File: config.mk
export PLATFORM = sky130hd
export DESIGN_NAME = data_inf_c_intc_rr_m2s
export DESIGN_NICKNAME = d
export VERILOG_FILES = /design/src/rtl/data_inf_c_intc_rr_m2s.sv
export SDC_FILE = /design/constraint.sdc
export NUM_CORES = 1
export LEC_CHECK = 0
export BUFFER_PORTS_ARGS = -buffer_cell sky130_fd_sc_hd__buf_4
export CELL_PAD_IN_SITES_DETAIL_PLACEMENT = 1
export CELL_PAD_IN_SITES_GLOBAL_PLACEMENT = 1
export CORE_ASPECT_RATIO = 0.9
export CORE_MARGIN = 5
export CORE_UTILIZATION = 33
export CTS_CLUSTER_SIZE = 40
export DETAILED_ROUTE_END_ITERATION = 7
export GPL_ROUTABILITY_DRIVEN = 0
export MAX_ROUTING_LAYER = met4
export PLACE_DENSITY = 0.89
export SLEW_MARGIN = 0
export SYNTH_ARGS = -nofsm -noshare
export SYNTH_HDL_FRONTEND = slang
export SYNTH_SLANG_ARGS = --single-unit
File: constraint.sdc
create_clock -name clock -period 9.8 [get_ports clock]
set_input_delay 2.45 -clock clock [delete_from_list [all_inputs] [get_ports clock]]
set_output_delay 2.45 -clock clock [all_outputs]
set_load 0.05 [all_outputs]
File: src/rtl/data_inf_c_intc_rr_m2s.sv
// Round-robin merge of NUM valid/ready streams into one registered output stream tagged with the source id.
// Optional packet lock on s_last/m_last: define DATA_INF_C_RR_LAST_LOCK_EN.
module data_inf_c_intc_rr_m2s #(
    parameter int unsigned NUM    = 8,
    parameter int unsigned DSIZE  = 32,
    localparam int unsigned NSIZE = (NUM > 1) ? $clog2(NUM) : 1
) (
    input  logic                 clock,
    input  logic                 rst_n,
    input  logic                 clk_en,
    input  logic [NUM-1:0]       s_valid,
    input  logic [NUM*DSIZE-1:0] s_data,
`ifdef DATA_INF_C_RR_LAST_LOCK_EN
    input  logic [NUM-1:0]       s_last,
    output logic                 m_last,
`endif
    output logic [NUM-1:0]       s_ready,
    output logic                 m_valid,
    output logic [DSIZE-1:0]     m_data,
    output logic [NSIZE-1:0]     m_sid,
    input  logic                 m_ready
);

    logic [NSIZE-1:0] ptr;
    logic [NSIZE-1:0] grant;
    logic             any_valid;
    logic             free;
    logic             accept;
`ifdef DATA_INF_C_RR_LAST_LOCK_EN
    logic             locked;
`endif

    // Scan ptr+1 .. ptr (mod NUM); the highest-priority candidate is written last and wins.
    always_comb begin : arb
        logic [31:0]      idx;
        logic [NSIZE-1:0] idx_n;
        grant     = '0;
        any_valid = 1'b0;
        idx       = '0;
        idx_n     = '0;
        for (int unsigned i = 0; i < NUM; i++) begin
            idx = 32'(ptr) + NUM - i;
            if (idx >= NUM) begin
                idx = idx - NUM;
            end
            idx_n = NSIZE'(idx);
            if (s_valid[idx_n]) begin
                grant     = idx_n;
                any_valid = 1'b1;
            end
        end
`ifdef DATA_INF_C_RR_LAST_LOCK_EN
        // Mid-packet: ptr still holds the locked source, nobody else may win.
        if (locked) begin
            grant     = ptr;
            any_valid = s_valid[ptr];
        end
`endif
    end

    assign free    = !m_valid || m_ready;
    assign accept  = rst_n && clk_en && free && any_valid;
    assign s_ready = accept ? (NUM'(1) << grant) : '0;

    // Single output register stage; drain and reload may happen on the same edge.
    always_ff @(posedge clock or negedge rst_n) begin
        if (!rst_n) begin
            m_valid <= 1'b0;
            m_data  <= '0;
            m_sid   <= '0;
            ptr     <= NSIZE'(NUM - 1);
`ifdef DATA_INF_C_RR_LAST_LOCK_EN
            m_last  <= 1'b0;
            locked  <= 1'b0;
`endif
        end else if (clk_en) begin
            if (accept) begin
                m_valid <= 1'b1;
                m_data  <= s_data[32'(grant)*DSIZE +: DSIZE];
                m_sid   <= grant;
                ptr     <= grant;
`ifdef DATA_INF_C_RR_LAST_LOCK_EN
                m_last  <= s_last[grant];
                locked  <= !s_last[grant];
`endif
            end else if (m_valid && m_ready) begin
                m_valid <= 1'b0;
            end
        end
    end

endmodule

### Word-level counts from Yosys, hierarchy flattened

Cells that the tools add are included.

| cells by class | value |
|---|---|
| add/sub/neg operators | 16 |
| order comparisons | 16 |
| shifts and indexed selects | 2 |
| multiplexer cells | 43 |
| reductions and logical operators | 9 |

Operators with widths:

| cell | number |
|---|---|
| 256-bit by 9-bit indexed part select with 32-bit output | 1 |
| 32-bit by 4-bit >= comparator with 1-bit output (second input constant) | 7 |
| 3-bit two-way mux | 16 |
| 3-bit by 4-bit less-than comparator with 1-bit output (second input constant) | 8 |
| 1-bit binary-select mux with 3-bit select | 8 |
| 3-bit by 1-bit subtractor with 3-bit output (second input constant) | 8 |
| 5-bit by 3-bit subtractor with 6-bit output (second input constant) | 4 |
| 1-bit two-way mux | 18 |
| 5-bit by 2-bit subtractor with 6-bit output (second input constant) | 2 |
| 8-bit two-way mux | 1 |
| 1-bit by 3-bit << shifter with 8-bit output (first input constant) | 1 |
| 5-bit by 1-bit subtractor with 6-bit output (second input constant) | 1 |
| 3-bit by 4-bit adder with 5-bit output (second input constant) | 1 |
| 5-bit by 4-bit >= comparator with 1-bit output (second input constant) | 1 |
| 1-bit logical AND | 4 |
| 2-bit AND reduction | 2 |
| 2-bit nonzero test | 1 |
| 1-bit logical NOT | 1 |
| 1-bit logical OR | 1 |

| storage, ports and cells | value |
|---|---|
| register bits | 39 |
| bits of input ports | 268 |
| output and inout port bits | 44 |
| logic and storage cells | 90 |

### Depth between registers and ports, before layout

| depth | value |
|---|---|
| depth after elaboration | 16 |
| mapped depth | 15 |
| mapped depth without buffers | 10 |

### Worst setup path before layout

OpenSTA, ideal clock, no wires.

| path | value |
|---|---|
| path type | input -> output |
| from | input s_valid[3] |
| to | output s_ready[1] |
| arrival | 5.489 ns |
| required time | 7.350 ns |
| slack | 1.861 ns |
| stages on the path | 9 |
| buffers on the path | 2 |
| cell sequence | mux4_2 -> mux2_2 -> or4_1 -> o211ai_2 -> and3_1 -> buf_2 -> buf_2 -> nand2_1 -> nor3b_1 |

| between the ends | value |
|---|---|
| longest elaborated chain between the ends | 12 |
| elaborated cells between the ends (all ways) | 35 |
| those cells by class | 1 x shift; 33 x mux; 1 x reduce/logical |

RTL lines:

| what | RTL line | text |
|---|---|---|
| start, declared | 11 | `input logic [NUM-1:0] s_valid,` |
| 1-bit binary-select mux with 3-bit select | 47 | `if (s_valid[idx_n]) begin` |
| 1-bit two-way mux (implied by the code) | 47 |  |
| 3-bit two-way mux / 1-bit two-way mux (equally long branches) (8 in series) | 47 |  |
| 1-bit by 3-bit << shifter with 8-bit output / 1-bit logical AND (equally long branches) | 63, 62 |  |
| 8-bit two-way mux (*) | 63 | `assign s_ready = accept ? (NUM'(1) << grant) : '0;` |
| end, declared | 17 | `output logic [NUM-1:0] s_ready,` |

Mark *: on every way between the ends. The rest lies on a longest branch, timed or not. The select of a mux whose other input is x is not followed.

### Worst setup path in the final report

| path | value |
|---|---|
| from | input s_valid[6] |
| to | output s_ready[5] |

The elaborated chain is that of the path after synthesis.

==> results.yml <==
drt:
  postRouteAntennaNets: 0
  vias_per_cell: 5.46
  drt_first_iter_violations: 283
  drtPass1Iterations: 5
  totalWireLength_microns: 21500
  num_vias: 5506
  wl_per_cell_microns: 21.3
  drc: 0
cts:
  cts_tree: "built"
  numCtsBuffers: 5
  cts_root_buf: "clkbuf_16"
  post_cts_buffers: 0
  clk-insertion-delay-late_ns: 0.28
  h-tree-depth: 2
  ctsResizeCount: 0
  cts.sinks: 39
  clockBufferDepth: 2
  holdBufCountCts: 0
  clk_pin_slew_ns: 0.06
sta:
  rsz0062_at_grt: "false"
  hold_violations: 0
  clock_skew_ns: 0.00820
  setup_ws_ns: 1.44
  fmax_ghz: 0.120
  finalSetupViolCount: 0
  fin_crit_ns: 8.36
  maxSlewViolCount: 0
  finalSetupTns_ns: 0
  layout_worst_path_cycle_share_pct: 85.3
  tightest_slew_ns: 0.967
  relSlewSlack_pct: 35.5
critical_path:
  crit_type: "in2out"
  reg2reg_depth: 12
  required_ns: 7.35
  endpoint: "s_ready[5]"
  cp-startpoint: "s_valid[6]"
  cp-start-kind: "primary input"
  critPathArrivalTime_ns: 5.91
  r2r_slack_ns: 3.88
  crit_fanout: 35
  crit-reg2reg-launch: "ptr[0]"
  critPathCaptureType: "primary output"
  r2r_end: "m_data[21]"
cells_and_area:
  multiInputGateArea_sq_um: 3590
  syn_to_final_growth_pct: 52.2
  drive_gt1_share_pct: 45.7
  diodes: 0
  nNetsFinal: 1080
  n_fill_cell: 1734
  seq_area_sq_um: 980
  fin_util_pct: 50.7
  fin_cells: 1009
synthesis:
  async_reset_ff_share_pct: 100
  ys_top_cells_by_area: "mux2i_1 (21%), dfrtp_1 (19%), nand2_1 (6.1%), a211o_1 (5.8%), a311oi_1 (5.8%)"
  ys_types: 48
  ys_seq_area_share_pct: 20.2
  synth_edf_count: 0
  yosysMostFrequentCell: "mux2i_1"
  synth.cell_area_sq_um: 4850
  synth_common_cells: "mux2i_1 (101), nand2_1 (79), dfrtp_1 (36), nor2b_1 (36), and2_1 (35)"
  synthCells: 539
  syn_nets: 809
  yosys.area.top_type: "mux2i_1"
  synth_area_per_cell_sq_um: 8.99
  synth_top_area_share_pct: 20.9
  yosysWarnings: 0
  synthFlopType: "dfrtp_1"
  synth_seq_cells: 39
global_route:
  grt_max_degree: 71
  antenna_found_initial: 0
  grt-ovfl-total: 0
  grt_pass1_wl_microns: 32300
  grt_use_total_pct: 24.3
  grt_pass1_vias: 6030
outcome:
  status: "complete, no violations"
placement:
  port-buffer-count: 311
  dpl.cell_count: 1001
  dp_hpwl_microns: 16800
  place_worst_setup_slack_ns: 1.46
die:
  die_w_microns: 138
  placementRows: 42
  core_region_area_sq_um: 14600
  initial_core_util_pct: 33.3
  ios: 312
  die_y_microns: 125
  die_area_sq_um: 17200
hold_path:
  hold_depth: 1
  holdCritPathClass: "reg2reg"
flow_run:
  drv_cap: 0
==> through the flow <==
step           hold slack [ns]  cell area [sq um]
6_report                 0.487               7380
5_1_grt                  0.514               7380
4_1_cts                  0.492               7380
3_5_place_dp             0.471               7240
3_3_place_gp             0.463               7240
2_1_floorplan            0.751               4850
==> logic make-up after synthesis <==
group                      share of synthesized area (%)
and+or+nand+nor                                     18.4
AOI/OAI and AO/OA                                   24.6
muxes                                               28.6
buffers and inverters                               6.97
DFF                                                 20.2
xor gates and xnor gates                           0.723
adders and majority gates                          0.516
==> cell type report <==
cell class	count	area share (%)
inverter	9	0.458
timing repair buffer	318	32.4
clock inverter	1	0.102
sequential	39	13.3
tap	198	3.36
multi-input combinational	437	48.7
clock buffer	7	1.80
==> layout by cell type, fill, tap and decap left out, types with 3 or more instances in the layout <==
cell type	n
mux2_2	10
clkbuf_16	5
o21ai_0	8
buf_4	318
mux4_2	11
a221o_1	3
a221oi_2	14
xnor2_1	3
a311oi_1	32
nand2_1	79
and2_1	34
a21o_1	3
nand3_1	4
a221oi_1	23
dfstp_2	3
mux2i_1	101
inv_1	9
nor2b_1	36
nor2_1	8
dfrtp_1	36
a21oi_1	3
a211o_1	32
==> worst min path at each step <==
stage                     startpoint        to  slack, ns
after floorplan              m_valid   m_valid       0.75
after detailed placement    m_sid[2]  m_sid[2]       0.47
after global placement      m_sid[2]  m_sid[2]       0.46
final                       m_sid[2]  m_sid[2]       0.49
after global routing        m_sid[2]  m_sid[2]       0.51
after CTS                   m_sid[2]  m_sid[2]       0.49
==> routing by layer <==
layer  global-route usage (%)  share of wire, %  vias up
li1                         -                 -     2601
met1                     27.9                40     2684
met2                     43.4                52      197
met3                     5.02               7.2       24
met4                     4.76               1.5        0
met5                        -                 0        -
==> registers in the layout, summed over array words and instances (netlist names) <==
| signal | flops |
|---|---|
| m_valid | 1 |
| ptr | 3 |
| m_sid | 3 |
| m_data | 32 |
==> worst max-delay path: stages <==
cell and delay (ns):
buf_4 0.14, mux4_2 0.57, mux2i_2 0.43, o31ai_1 0.19, o2111ai_4 0.20, buf_4 0.38
and3_2 0.77, nand2_1 0.22, nor3_1 0.26, buf_4 0.26
Power is left out: the tool's default activity adds up to more than one toggle a clock period on the data nets, which glitch-free logic cannot reach.
